<file path="config.mk">
export PLATFORM = sky130hd
export DESIGN_NAME = vga_digit_sched
export DESIGN_NICKNAME = d
export VERILOG_FILES = /design/src/rtl/vga_digit_sched_pkg.sv /design/src/rtl/vga_slot_locator.sv /design/src/rtl/vga_digit_sched.sv
export SDC_FILE = /design/constraint.sdc
export NUM_CORES = 1
export LEC_CHECK = 0
export ABC_CLOCK_PERIOD_IN_PS = 2410
export CORE_MARGIN = 2
export CORE_UTILIZATION = 50
export DETAILED_ROUTE_END_ITERATION = 8
export GPL_TIMING_DRIVEN = 0
export PLACE_DENSITY = 0.81
export SETUP_SLACK_MARGIN = 0.15
export SYNTH_ARGS = -nofsm -noshare
export SYNTH_HDL_FRONTEND = slang
export SYNTH_SLANG_ARGS = --single-unit
</file>
<file path="constraint.sdc">
create_clock -name clk -period 2.41 [get_ports clk]
set_input_delay 0.482 -clock clk [delete_from_list [all_inputs] [get_ports clk]]
set_output_delay 0.482 -clock clk [all_outputs]
set_load 0.02 [all_outputs]
</file>
<file path="src/rtl/vga_digit_sched_pkg.sv">
// Shared VGA timing constants, load FSM encoding and coordinate helpers
// for the multiplexed seven-segment digit scheduler.
package vga_digit_sched_pkg;

    localparam int H_TOTAL = 800;
    localparam int V_TOTAL = 525;
    localparam int COORD_W = 10;

    typedef enum logic {
        LOAD_IDLE    = 1'b0,
        LOAD_PENDING = 1'b1
    } load_state_t;

    // Increment a raster coordinate, wrapping at the end of its range.
    function automatic logic [COORD_W-1:0] wrap_inc(input logic [COORD_W-1:0] value,
                                                    input int total);
        return (int'(value) == total - 1) ? '0 : value + COORD_W'(1);
    endfunction

endpackage

</file>
<file path="src/rtl/vga_slot_locator.sv">
// Maps a raster coordinate onto the digit slot whose box contains it,
// reporting the slot index, an in-box flag and the slot's left column.
module vga_slot_locator
    import vga_digit_sched_pkg::*;
#(
    parameter int NUM_DIGITS = 4,
    parameter int DIGIT_W    = 40,
    parameter int DIGIT_H    = 60,
    parameter int GAP        = 20,
    parameter int ORIGIN_X   = 200,
    parameter int ORIGIN_Y   = 200,
    parameter int SLOT_W     = 2
) (
    input  logic [COORD_W-1:0] h_next,
    input  logic [COORD_W-1:0] v_next,
    output logic [SLOT_W-1:0]  slot,
    output logic               in_box,
    output logic [COORD_W-1:0] slot_x
);

    localparam int PITCH = DIGIT_W + GAP;

    logic v_hit;

    always_comb begin
        // NOTE: every combinational output gets a default first, so no path can infer a latch.
        slot   = '0;
        in_box = 1'b0;
        slot_x = COORD_W'(ORIGIN_X);
        v_hit  = (int'(v_next) >= ORIGIN_Y) && (int'(v_next) <= ORIGIN_Y + DIGIT_H);
        for (int k = 0; k < NUM_DIGITS; k++) begin
            if (v_hit && (int'(h_next) >= ORIGIN_X + k * PITCH)
                      && (int'(h_next) <= ORIGIN_X + k * PITCH + DIGIT_W)) begin
                slot   = SLOT_W'(k);
                in_box = 1'b1;
                slot_x = COORD_W'(ORIGIN_X + k * PITCH);
            end
        end
    end

endmodule

</file>
<file path="src/rtl/vga_digit_sched.sv">
// Time-multiplexes one digit renderer across NUM_DIGITS screen slots, with
// frame-synchronous digit loading, blinking and leading-zero blanking.
module vga_digit_sched
    import vga_digit_sched_pkg::*;
#(
    parameter int NUM_DIGITS   = 4,
    parameter int DIGIT_W      = 40,
    parameter int DIGIT_H      = 60,
    parameter int GAP          = 20,
    parameter int ORIGIN_X     = 200,
    parameter int ORIGIN_Y     = 200,
    parameter int BLINK_FRAMES = 30
) (
    input  logic                    clk,
    input  logic                    rst,
    input  logic [9:0]              h_counter,
    input  logic [9:0]              v_counter,
    input  logic                    wr_valid,
    input  logic [4*NUM_DIGITS-1:0] wr_data,
    output logic                    wr_ready,
    input  logic                    blink_en,
    input  logic [NUM_DIGITS-1:0]   blink_mask,
    input  logic                    lz_suppress,
    output logic                    enable,
    output logic [3:0]              bcd,
    output logic [9:0]              h_start,
    output logic [9:0]              v_start,
    output logic [9:0]              h_size,
    output logic [9:0]              v_size,
    output logic                    frame_tick
);

    localparam int SLOT_W  = (NUM_DIGITS > 1) ? $clog2(NUM_DIGITS) : 1;
    localparam int BLINK_W = (BLINK_FRAMES > 1) ? $clog2(BLINK_FRAMES) : 1;
    localparam int WORD_W  = 4 * NUM_DIGITS;

    load_state_t           state, state_nxt;
    logic [WORD_W-1:0]     shadow_word, active_word;
    logic [BLINK_W-1:0]    blink_cnt;
    logic                  blink_on;
    logic [9:0]            h_next, v_next;
    logic                  tick_next;
    logic [SLOT_W-1:0]     slot;
    logic                  in_box;
    logic [9:0]            slot_x;
    logic [3:0]            digit;
    logic [NUM_DIGITS-1:0] lead_zero;
    logic                  blank;
    logic                  capture, commit;

    // Outputs are registered, so everything is evaluated for the pixel after this one.
    assign h_next    = wrap_inc(h_counter, H_TOTAL);
    assign v_next    = (int'(h_counter) == H_TOTAL - 1) ? wrap_inc(v_counter, V_TOTAL) : v_counter;
    assign tick_next = (int'(h_next) == H_TOTAL - 1) && (int'(v_next) == V_TOTAL - 1);

    vga_slot_locator #(
        .NUM_DIGITS (NUM_DIGITS),
        .DIGIT_W    (DIGIT_W),
        .DIGIT_H    (DIGIT_H),
        .GAP        (GAP),
        .ORIGIN_X   (ORIGIN_X),
        .ORIGIN_Y   (ORIGIN_Y),
        .SLOT_W     (SLOT_W)
    ) u_locator (
        .h_next (h_next),
        .v_next (v_next),
        .slot   (slot),
        .in_box (in_box),
        .slot_x (slot_x)
    );

    assign digit = active_word[WORD_W - 4 - 4 * int'(slot) +: 4];

    // lead_zero[k]: slot k and every more-significant slot hold zero.
    always_comb begin
        logic zero_run;
        zero_run  = 1'b1;
        lead_zero = '0;
        for (int k = 0; k < NUM_DIGITS; k++) begin
            zero_run     = zero_run && (active_word[WORD_W - 4 - 4 * k +: 4] == 4'd0);
            lead_zero[k] = zero_run;
        end
    end

    assign blank = (digit > 4'd9)
                || (blink_en && blink_mask[NUM_DIGITS - 1 - int'(slot)] && !blink_on)
                || (lz_suppress && lead_zero[slot] && (int'(slot) != NUM_DIGITS - 1));

    // Load FSM: state register.
    always_ff @(posedge clk or posedge rst) begin
        // NOTE: sequential state uses non-blocking assignments so all flops update together.
        if (rst) state <= LOAD_IDLE;
        else     state <= state_nxt;
    end

    // Load FSM: next state.
    always_comb begin
        state_nxt = state;
        case (state)
            LOAD_IDLE:    if (wr_valid)   state_nxt = LOAD_PENDING;
            LOAD_PENDING: if (frame_tick) state_nxt = LOAD_IDLE;
        endcase
    end

    // Load FSM: outputs.
    always_comb begin
        wr_ready = (state == LOAD_IDLE);
        capture  = (state == LOAD_IDLE) && wr_valid;
        commit   = (state == LOAD_PENDING) && frame_tick;
    end

    always_ff @(posedge clk or posedge rst) begin
        // NOTE: the digit registers are reset as well, so a word pending at reset is dropped.
        if (rst) begin
            shadow_word <= '0;
            active_word <= '0;
        end else begin
            if (capture) shadow_word <= wr_data;
            if (commit)  active_word <= shadow_word;
        end
    end

    always_ff @(posedge clk or posedge rst) begin
        if (rst) begin
            blink_cnt <= '0;
            blink_on  <= 1'b1;
        end else if (frame_tick) begin
            if (int'(blink_cnt) == BLINK_FRAMES - 1) begin
                blink_cnt <= '0;
                blink_on  <= !blink_on;
            end else begin
                blink_cnt <= blink_cnt + BLINK_W'(1);
            end
        end
    end

    always_ff @(posedge clk or posedge rst) begin
        if (rst) begin
            enable     <= 1'b0;
            bcd        <= 4'd0;
            h_start    <= 10'(ORIGIN_X);
            v_start    <= 10'(ORIGIN_Y);
            frame_tick <= 1'b0;
        end else begin
            enable     <= in_box && !blank;
            bcd        <= (in_box && !blank) ? digit : 4'd0;
            h_start    <= slot_x;
            v_start    <= 10'(ORIGIN_Y);
            frame_tick <= tick_next;
        end
    end

    assign h_size = 10'(DIGIT_W);
    assign v_size = 10'(DIGIT_H);

endmodule

</file>
==> results of run 1 <==
==> placed cells by master, fill, tap and decap left out, types with 5 or more instances in the layout <==
cell	instances
nand4_1	5
clkbuf_8	6
a21oi_1	9
buf_6	6
nor4_1	7
nor2b_1	6
xnor2_1	7
conb_1	33
buf_2	6
and3_1	6
ha_1	5
dfrtp_1	47
nor2_1	11
o22ai_1	5
nand2_1	32
clkbuf_1	11
nor3_1	8
nand3_1	16
clkdlybuf4s50_1	39
inv_1	12
o21ai_0	19
buf_4	63
mux2_2	33
==> layer usage <==
metal | vias to the layer above | wire, µm | GRT usage, % | part of all wire (%)
li1 | 1640 | - | - | -
met1 | 1664 | 3810 | 30.4 | 41
met2 | 175 | 4570 | 37.6 | 49
met3 | 22 | 663 | 3.79 | 7.2
met4 | 0 | 195 | 5.29 | 2.1
met5 | - | 0 | 0 | 0
==> state kept, by name (all words and copies together) (netlist names) <==
signal and flops:
active_word 16, bcd 4, blink_cnt 5, blink_on 1
enable 1, frame_tick 1, h_start 6, shadow_word 16
state 1
==> cell type report <==
class / instances / share of cell area, %
buffer: 52 / 6.93
clock buffer: 7 / 1.70
clock inverter: 1 / 0.173
inverter: 16 / 1.28
multi-input combinational: 309 / 46.1
sequential: 51 / 25.3
tap: 99 / 2.44
timing repair buffer: 88 / 16.1
==> cells by family after synthesis <==
kind of cell / count (synthesis) / synth area share, %
buffers and inverters: 68 / 10.9
flip-flops: 51 / 35.3
XOR/XNOR: 11 / 2.66
other: 2 / 0.207
AND/OR/NAND/NOR: 138 / 21.3
adder cells (fa/ha/maj): 7 / 2.41
multiplexers: 36 / 11.1
AO/OA/AOI/OAI: 84 / 16.1
==> how the worst max path moves through the flow <==
stage	from	endpoint	slack, ps	cells after the start
2_1_floorplan	h_counter[5]	bcd[0]	-1110	11
3_3_place_gp	h_counter[1]	bcd[0]	-2190	12
3_5_place_dp	h_counter[1]	bcd[0]	-2290	12
4_1_cts	v_counter[1]	bcd[0]	-1150	12
5_1_grt	h_counter[5]	bcd[1]	-1270	14
6_report	h_counter[5]	bcd[1]	-1220	14
==> what timing repair did <==
action,4_1_cts,5_1_grt
endpoints found under the setup margin,12,12
resized for setup,82,34
pin swaps,16,20
setup buffers,16,16
==> power breakdown <==
group	leakage (µW)	switching, µW	internal [µW]
Combinational	0.00154	228	193
Clock	0.0000484	274	235
Sequential	0.000676	7.62	870
==> worst register-to-register path, cell delays in order (launching register included) <==
cell and delay, ps:
dfrtp_1 420, nor4_1 410, nand3_1 170, nand3b_1 190, o311ai_0 130, a311o_1 340, and4bb_2 270
==> stage by stage <==
step / instances / setup TNS, ps / cell area [µm²] / setup slack [ps]
3_3_place_gp: 582 / -25040 / 4520 / -2190
5_1_grt: 623 / -9020 / 5070 / -1270
3_5_place_dp: 583 / -21060 / 4540 / -2290
6_report: 623 / -8550 / 5070 / -1220
2_1_floorplan: 428 / -7930 / 3840 / -1110
4_1_cts: 607 / -7410 / 4820 / -1150
==> results.cfg, run 1 <==
[critical_path]
path_class = primary input to register
cpPeakStageDelay_ps = 530
rr_startpoint = active_word[15]
crit_chain = buf_8, or3_4, or3_4, buf_6, or3_4, and2_4, or4b_4, buf_6, nand2_8, o21ai_4, o22a_1, a311o_1, buf_4, nor4b_4
crit_arrival_ps = 3860
ff2ff_path_depth = 6
reg2reg_to = bcd[2]
critical_path_required_ps = 2630
cp_max_fo = 7
path_common_cell = or3_4
end_kind = register
reg2reg_slack_ps = 380
cp_slowest_cell = or4b_4
start_kind = primary input
critPathTopFamily = simple AND/OR/NAND/NOR gates
worst-path-buf-inv = 4

[hold_path]
hp-class = primary input to asynchronous set/reset pin

[run_status]
run_status = complete, but fails checks
violations = setup timing

[grt]
antenna_found_initial = 0
grt_max_degree = 39
grt_pass1_wl_um = 14200
first_global_vias = 3027
grt_overflow_total = 0
grt_use_total_pct = 22.4

[timing]
skew_ps = 6.87
post-route-period-util_pct = 151
fin_crit_ps = 3630
hold-worst-slack_ps = 429
max_slew_margin_pct = 64.5
drv_slew = 0
grt_setup_unrepaired = true
hold_viol = 0
fmax_mhz = 275
setup_viol = 12
setup_slack_ps = -1220
worst_pin_slew_ps = 533

[placed_design]
finalWeightedCongestion = 0.892
portBuffers = 55
dp_hpwl_um = 6500

[yosys]
ys_warn_count = 0
synth.area.top_cells = dfrtp_1, mux2_2, buf_4
yosysTopAreaCellShare_pct = 32.4
syn_area_mm2 = 0.00363
ys_ff_latch = 51
synth_edf_count = 0
synth_common_cells = dfrtp_1, nand2_1, buf_4
synth.avg_cell_area_um2 = 9.14
async_flop_share_pct = 100
yosysMostFrequentCell = dfrtp_1
synth_area_leader_cell = dfrtp_1
synth_cells = 397
yosysUniqueCellTypes = 70
synthFlopType = dfrtp_1
seq_area_frac_synth_pct = 35.3

[clocking]
cts_hold_buffers = 0
numCtsBuffers = 5
h-tree-depth = 2
clkLatencyLatePin_ps = 310
path_clk_slew_ps = 90
cts_tree = built
cts_sinks = 51
root_buffer = clkbuf_8
clk_path_buf_depth = 2

[floorplan]
die_w_um = 89.2
core.rowCount = 31
die-area_mm2 = 0.00795
die_h_um = 89.2
boundaryPins = 92
core_area_mm2 = 0.00714
initial_utilization_pct = 50.8

[detailed_routing]
drtAntennaViolNets = 0
viasPerCell = 5.62
drc = 0
drtIter0Drc = 350
wl_per_cell_um = 14.8
drt-total-wl_um = 9240
via_count = 3501
drt_pass1_iterations = 5

[pwr]
max-vdd-ir-drop_uv = 360
p_leak_uw = 0.00227
power_density_mw_per_mm2 = 357
power_uw = 1810

[final_layout]
register_area_mm2 = 0.00128
fill_cells = 531
final_net_count = 575
postLayoutCoreUtil_pct = 71.0
syn_to_final_growth_pct = 39.7
antenna-diode-count = 0
drive_above_1_share_pct = 34.2
multi_input_area_mm2 = 0.00234

[run]
cap_violations = 0
Note: power is estimated with default switching activity, not from simulation.
==> run 2: changes to the inputs <==
--- a/config.mk
+++ b/config.mk
@@ -6,7 +6,6 @@
 export NUM_CORES = 1
 export LEC_CHECK = 0
 export ABC_CLOCK_PERIOD_IN_PS = 2410
-export CORE_MARGIN = 2
 export CORE_UTILIZATION = 50
 export DETAILED_ROUTE_END_ITERATION = 8
 export GPL_TIMING_DRIVEN = 0
==> results.cfg, run 2 (same netlist as run 1, synthesis figures left out) <==
[final_layout]
fill_cells = 549
reg.largest.list = active_word (16), shadow_word (16), h_start (6)
register_area_mm2 = 0.00128
final_common_cell = buf_4
final_cell_mix = buf_4, dfrtp_1, clkdlybuf4s50_1
multi_input_area_mm2 = 0.00236
final_net_count = 570
drive_above_1_share_pct = 35.1
fin_cells = 615
antenna-diode-count = 0
syn_to_final_growth_pct = 39.5

[clocking]
cts_tree = built
root_buffer = clkbuf_8
clkLatencyLatePin_ps = 310
numCtsBuffers = 5
clk_path_buf_depth = 2
cts_hold_buffers = 0
h-tree-depth = 2
cts_sinks = 51
path_clk_slew_ps = 100

[floorplan]
core_area_mm2 = 0.00691
die_h_um = 87.2
die-area_mm2 = 0.00760
boundaryPins = 92
core.rowCount = 30
die_w_um = 87.2
initial_utilization_pct = 52.5

[run]
cap_violations = 0

[detailed_routing]
viasPerCell = 5.46
drc = 0
wl_per_cell_um = 14.7
via_count = 3358
drtAntennaViolNets = 0
drtIter0Drc = 221
drt-total-wl_um = 9040
drt_pass1_iterations = 4

[critical_path]
crit_arrival_ps = 3800
end_kind = register
reg2reg_slack_ps = 410
critical_path_required_ps = 2630
cp_max_fo = 7
path_class = primary input to register
start_kind = primary input

[grt]
first_global_vias = 3019
grt_pass1_wl_um = 14200
grt_use_total_pct = 23.7
antenna_found_initial = 0
grt_overflow_total = 0
grt_max_degree = 48

[run_status]
run_status = complete, but fails checks
violations = setup timing

[placed_design]
dp_hpwl_um = 6470
finalWeightedCongestion = 0.892
post-place-cells = 580
pre_cts_slack_ps = -2240
portBuffers = 55

[timing]
fin_crit_ps = 3580
finalSetupTns_ps = -7730
setup_slack_ps = -1170
max_slew_margin_pct = 62.1
setup_viol = 11
grt_setup_unrepaired = true
post-route-period-util_pct = 149
fmax_mhz = 279
worst_pin_slew_ps = 569
skew_ps = 6.83
drv_slew = 0
hold_viol = 0

[hold_path]
hp-class = primary input to asynchronous set/reset pin

[pwr]
p_leak_uw = 0.00227
power_density_mw_per_mm2 = 354
max-vdd-ir-drop_uv = 439
[run 2: worst max-delay path, stage by stage]
cell     delay [ps]
buf_8           100
or3_4           380
or3_4           330
buf_6           140
or3_4           320
and2_4          160
or4b_4          520
buf_4           160
nand2_4          80
o21ai_4          90
o22a_1          220
a311o_1         410
buf_6           150
nor4b_4         250
[run 2: where the power goes]
| group | internal, µW | total (µW) | switching [µW] |
|---|---|---|---|
| clock network | 203 | 493 | 291 |
| registers | 870 | 877 | 7.24 |
| logic | 195 | 423 | 227 |
[run 2: per-layer routing]
metal  share of wire [%]  global-route usage (%)
met3                 5.7                    3.51
met2                  50                    40.2
met1                  43                    32.2
met5                   0                       0
met4                 1.3                    5.07
[run 2: cell type report]
class | count | area share, %
Multi-Input combinational cell | 309 | 46.7
Buffer | 52 | 6.95
Inverter | 16 | 1.29
Tap cell | 96 | 2.37
Timing Repair Buffer | 83 | 15.6
Clock inverter | 3 | 0.395
Clock buffer | 5 | 1.36
Sequential cell | 51 | 25.3
[run 2: stage by stage]
step	util [%]	cell area (µm²)	total power [µW]	hold WS [ps]
after floorplan	-	3840	1140	449
after global placement	65.4	4520	1260	472
after detailed placement	65.7	4540	1270	480
after CTS	70.4	4860	1770	362
after global routing	73.3	5060	1880	364
final	73.3	5060	1790	362
[run 2: worst paths after layout]
check | startpoint | endpoint | cells after the start
worst min register to register | blink_on | blink_on | 1
worst max register to register | active_word[15] | bcd[3] | 9
worst min-delay path | rst | blink_cnt[2] | 2
min in group clk | blink_on | blink_on | 1
max in group asynchronous | rst | h_start[6] | 3
worst max-delay path | h_counter[5] | bcd[1] | 14
[run 2: timing repair]
action	CTS	global route
buffers inserted	15	12
endpoints found under the setup margin	12	12
gates resized for setup	87	47
pin swaps	17	19
==> patch 1, RTL diff (flow settings as in run 1) <==
`NUM_DIGITS` is set to 4 in 2 places; all go to 2.
--- a/src/rtl/vga_slot_locator.sv
+++ b/src/rtl/vga_slot_locator.sv
@@ -3,7 +3,7 @@
 module vga_slot_locator
     import vga_digit_sched_pkg::*;
 #(
-    parameter int NUM_DIGITS = 4,
+    parameter int NUM_DIGITS = 2,
     parameter int DIGIT_W    = 40,
     parameter int DIGIT_H    = 60,
     parameter int GAP        = 20,
--- a/src/rtl/vga_digit_sched.sv
+++ b/src/rtl/vga_digit_sched.sv
@@ -3,7 +3,7 @@
 module vga_digit_sched
     import vga_digit_sched_pkg::*;
 #(
-    parameter int NUM_DIGITS   = 4,
+    parameter int NUM_DIGITS   = 2,
     parameter int DIGIT_W      = 40,
     parameter int DIGIT_H      = 60,
     parameter int GAP          = 20,
Interface: changed (resized blink_mask and wr_data); port bits go from 92 to 82. No check against the original RTL was run, so the function may have changed too.
==> patch 1 against run 1 <==
- total power is 21% lower
- hold slack better by 74 ps
- synthesized area shrank 31%
- clock power up 6.3%
- non-clock buffer count is 23 lower
- design area shrank 26%
- cell count is 26% lower
- routed wire length shrank 22%
- sequential cell count down 20
- setup slack improved by 1300 ps
- sequential power shrank 39%
- die area fell by 30%
- utilization is 7.2 points higher
- first-iteration DRC count fell by 41%
- critical path type unchanged
==> patch 1: results (changes against run 1) <==
- Post-DP HPWL: 4470 um (was 6500 um)
- Int Power: 1.02 mW (was 1.30 mW)
- Logic inverters: 12 (was 16)
- Critical Path AT: 2560 ps (was 3860 ps)
- Iter 0 DRT Violations: 208 (was 350)
- Pre-CTS setup slack: -1180 ps (was -2290 ps)
- Total GRT Usage: 23.5% (was 22.4%)
- Met2 Wirelength: 3750 um (was 4570 um)
- R2R depth: 5 (was 6)
- Comb_multi_in: 227 (was 309)
- Met1 WL: 2800 um (was 3810 um)
- Pin count of the biggest net entering global routing: 32 (was 39)
- Setup Viol. Count Final: 0 (was 12)
- Crit Reg-Reg Startpoint: blink_on (was active_word[15])
- CP endpoint: h_start[7] (was bcd[1])
- Final Cell Area: 0.00374 mm2 (was 0.00507 mm2)
- Worst R2R Setup Slack: 790 ps (was 380 ps)
- Drt wl/cell: 15.6 um (was 14.8 um)
- Fillcell total: 319 (was 531)
- Status: finished, final reports clean (was complete, but fails checks)
- Post-CTS Setup Repair Bufs: 17 (was 16)
- Clk cell area share: 3.14% (was 1.88%)
- Non-clock buffers: 117 (was 140)
- FF+latch count: 31 (was 51)
- Critical path's largest stage delay: 410 ps (was 530 ps)
- GR Util met1: 28.6% (was 30.4%)
- Slowest cell on crit path: or3_4 (was or4b_4)
- Syn avg cell area: 8.78 um2 (was 9.14 um2)
- CLK BUF: 6 (was 7)
- Worst-path clk slew: 70 ps (was 90 ps)
- First-pass GRT wire length: 10000 um (was 14200 um)
- Sequential area share after synthesis: 31.1% (was 35.3%)
-- patch 1: changes by cell type after synthesis, moves of 5 or more --
cell             run 1  this run
dfrtp_1             47        29
nand3_1             16         5
nand2_1             35        24
mux2_2              33        17
nand2b_1             1         6
buf_4               34        39
nor3_1              13         7
clkbuf_1            11         5
-- patch 1: critical path: cells and delay by family --
family | cells | cell delay [ps]
AO/OA/AOI/OAI | 3 | 430
buffers and inverters | 3 | 440
AND/OR/NAND/NOR | 4 | 1200
-- patch 1: kinds of logic (layout without fill, tap and decap cells) --
family | count (synthesis) | in the layout | share of synthesized area, %
AND/OR/NAND/NOR | 99 | 99 | 22.9
AO/OA/AOI/OAI | 60 | 60 | 16.2
buffers and inverters | 60 | 137 | 15.1
flip-flops | 31 | 31 | 31.1
multiplexers | 21 | 21 | 9.25
adder cells (fa/ha/maj) | 7 | 7 | 3.50
XOR/XNOR | 5 | 5 | 1.75
other | 2 | 35 | 0.300
==> patch 2, RTL diff (settings of run 1) <==
Made on the original files. Reset style: synchronous (`rst`), changed in 4 clocked blocks.
--- a/src/rtl/vga_digit_sched.sv
+++ b/src/rtl/vga_digit_sched.sv
@@ -87,7 +87,7 @@
                 || (lz_suppress && lead_zero[slot] && (int'(slot) != NUM_DIGITS - 1));
 
     // Load FSM: state register.
-    always_ff @(posedge clk or posedge rst) begin
+    always_ff @(posedge clk) begin
         // NOTE: sequential state uses non-blocking assignments so all flops update together.
         if (rst) state <= LOAD_IDLE;
         else     state <= state_nxt;
@@ -109,7 +109,7 @@
         commit   = (state == LOAD_PENDING) && frame_tick;
     end
 
-    always_ff @(posedge clk or posedge rst) begin
+    always_ff @(posedge clk) begin
         // NOTE: the digit registers are reset as well, so a word pending at reset is dropped.
         if (rst) begin
             shadow_word <= '0;
@@ -120,7 +120,7 @@
         end
     end
 
-    always_ff @(posedge clk or posedge rst) begin
+    always_ff @(posedge clk) begin
         if (rst) begin
             blink_cnt <= '0;
             blink_on  <= 1'b1;
@@ -134,7 +134,7 @@
         end
     end
 
-    always_ff @(posedge clk or posedge rst) begin
+    always_ff @(posedge clk) begin
         if (rst) begin
             enable     <= 1'b0;
             bcd        <= 4'd0;
Behaviour: differs if rst is asserted again (counterexample within 4 cycles, from zero or initial values and one cycle with rst high); with rst held inactive, the same outputs for 10 cycles.
==> patch 2 against run 1 <==
- the flow still finishes with violations (negative setup slack)
- design area decreased by 2.7%
- sequential cell count unchanged
- count of clock-buffer cells in the layout decreased by 1
- synthesized area decreased by 4.2%
- total power increased by 8.6%
- sequential power decreased by 0.7%
- routed wire length increased by 4.3%
- setup slack improved by 790 ps
- critical path type unchanged
- critical endpoint is now bcd[0]
- largest power group unchanged
==> patch 2: results (changes against run 1) <==
- Status: complete, but fails checks (unchanged)
- Failing checks: negative setup slack (unchanged)
- Hold WS: 460 ps (was 429 ps)
- Met2 usage: 42.5% (was 37.6%)
- Crit Reg-Reg Endpoint: active_word[9] (was bcd[2])
- Met2 Wirelength: 4810 um (was 4570 um)
- Pre-antenna DRT Iters: 6 (was 5)
- Total GRT Usage: 23.9% (was 22.4%)
- Max IR drop VDD: 0.000491 V (was 0.000360 V)
- Maximum fanout along the worst path: 6 (was 7)
- Final WS setup: -438 ps (was -1220 ps)
- Iter 0 DRT Violations: 395 (was 350)
- Slowest cell on crit path: or4_4 (was or4b_4)
- Compound-cell area share of the yosys netlist: 21.7% (was 16.1%)
- Met3 WL: 689 um (was 663 um)
- Placed inst area: 0.00428 mm2 (was 0.00454 mm2)
- Pleak: 1.99 nW (was 2.27 nW)
- Crit Reg-Reg Startpoint: frame_tick (was active_word[15])
- Synth cell types: 71 (was 70)
- Post-CTS Setup Repair Bufs: 23 (was 16)
- Pre-CTS setup slack: -1670 ps (was -2290 ps)
- Setup tns final: -3340 ps (was -8550 ps)
- Total power: 1.96 mW (was 1.81 mW)
- Synth Area in Adders: 2.52% (was 2.41%)
- Inst Count DP: 631 (was 583)
- Setup Viol. Count Final: 11 (was 12)
- Ys flop type: dfxtp_1 (was dfrtp_1)
- Synth area leaders: dfxtp_1 29%, nand2_1 9.4%, buf_4 7.6% (was dfrtp_1 32%, mux2_2 10%, buf_4 7.0%)
- Sequential area share after synthesis: 29.4% (was 35.3%)
- Critical Path AT: 3080 ps (was 3860 ps)
-- patch 2: changes by cell type after synthesis, moves of 5 or more --
| cell | delta |
|---|---|
| mux2_2 | -33 |
| nor3b_1 | +5 |
| clkbuf_1 | +9 |
| dfxtp_1 | +51 |
| dfrtp_1 | -47 |
| nand4_1 | +6 |
| nand2b_1 | +5 |
| a21oi_1 | +40 |
| nand2_1 | +52 |
| o21ai_0 | -7 |
-- patch 2: cell type report --
cell class	instances	area, um2	area share, %
multi-input combinational	371	2370	48.1
sequential	51	1020	20.7
timing repair buffer	92	836	17.0
buffer	64	435	8.83
tap	80	100	2.03
clock buffer	6	82.6	1.67
inverter	12	45.0	0.913
clock inverter	2	38.8	0.787
-- patch 2: kinds of logic (layout without fill, tap and decap cells) --
logic type | count (synthesis) | count (layout)
AOI/OAI and AO/OA | 118 | 118
xor gates and xnor gates | 11 | 11
adders and majority gates | 7 | 7
buffers and inverters | 76 | 176
DFF | 51 | 51
muxes | 2 | 2
other | 2 | 33
and+or+nand+nor | 200 | 200
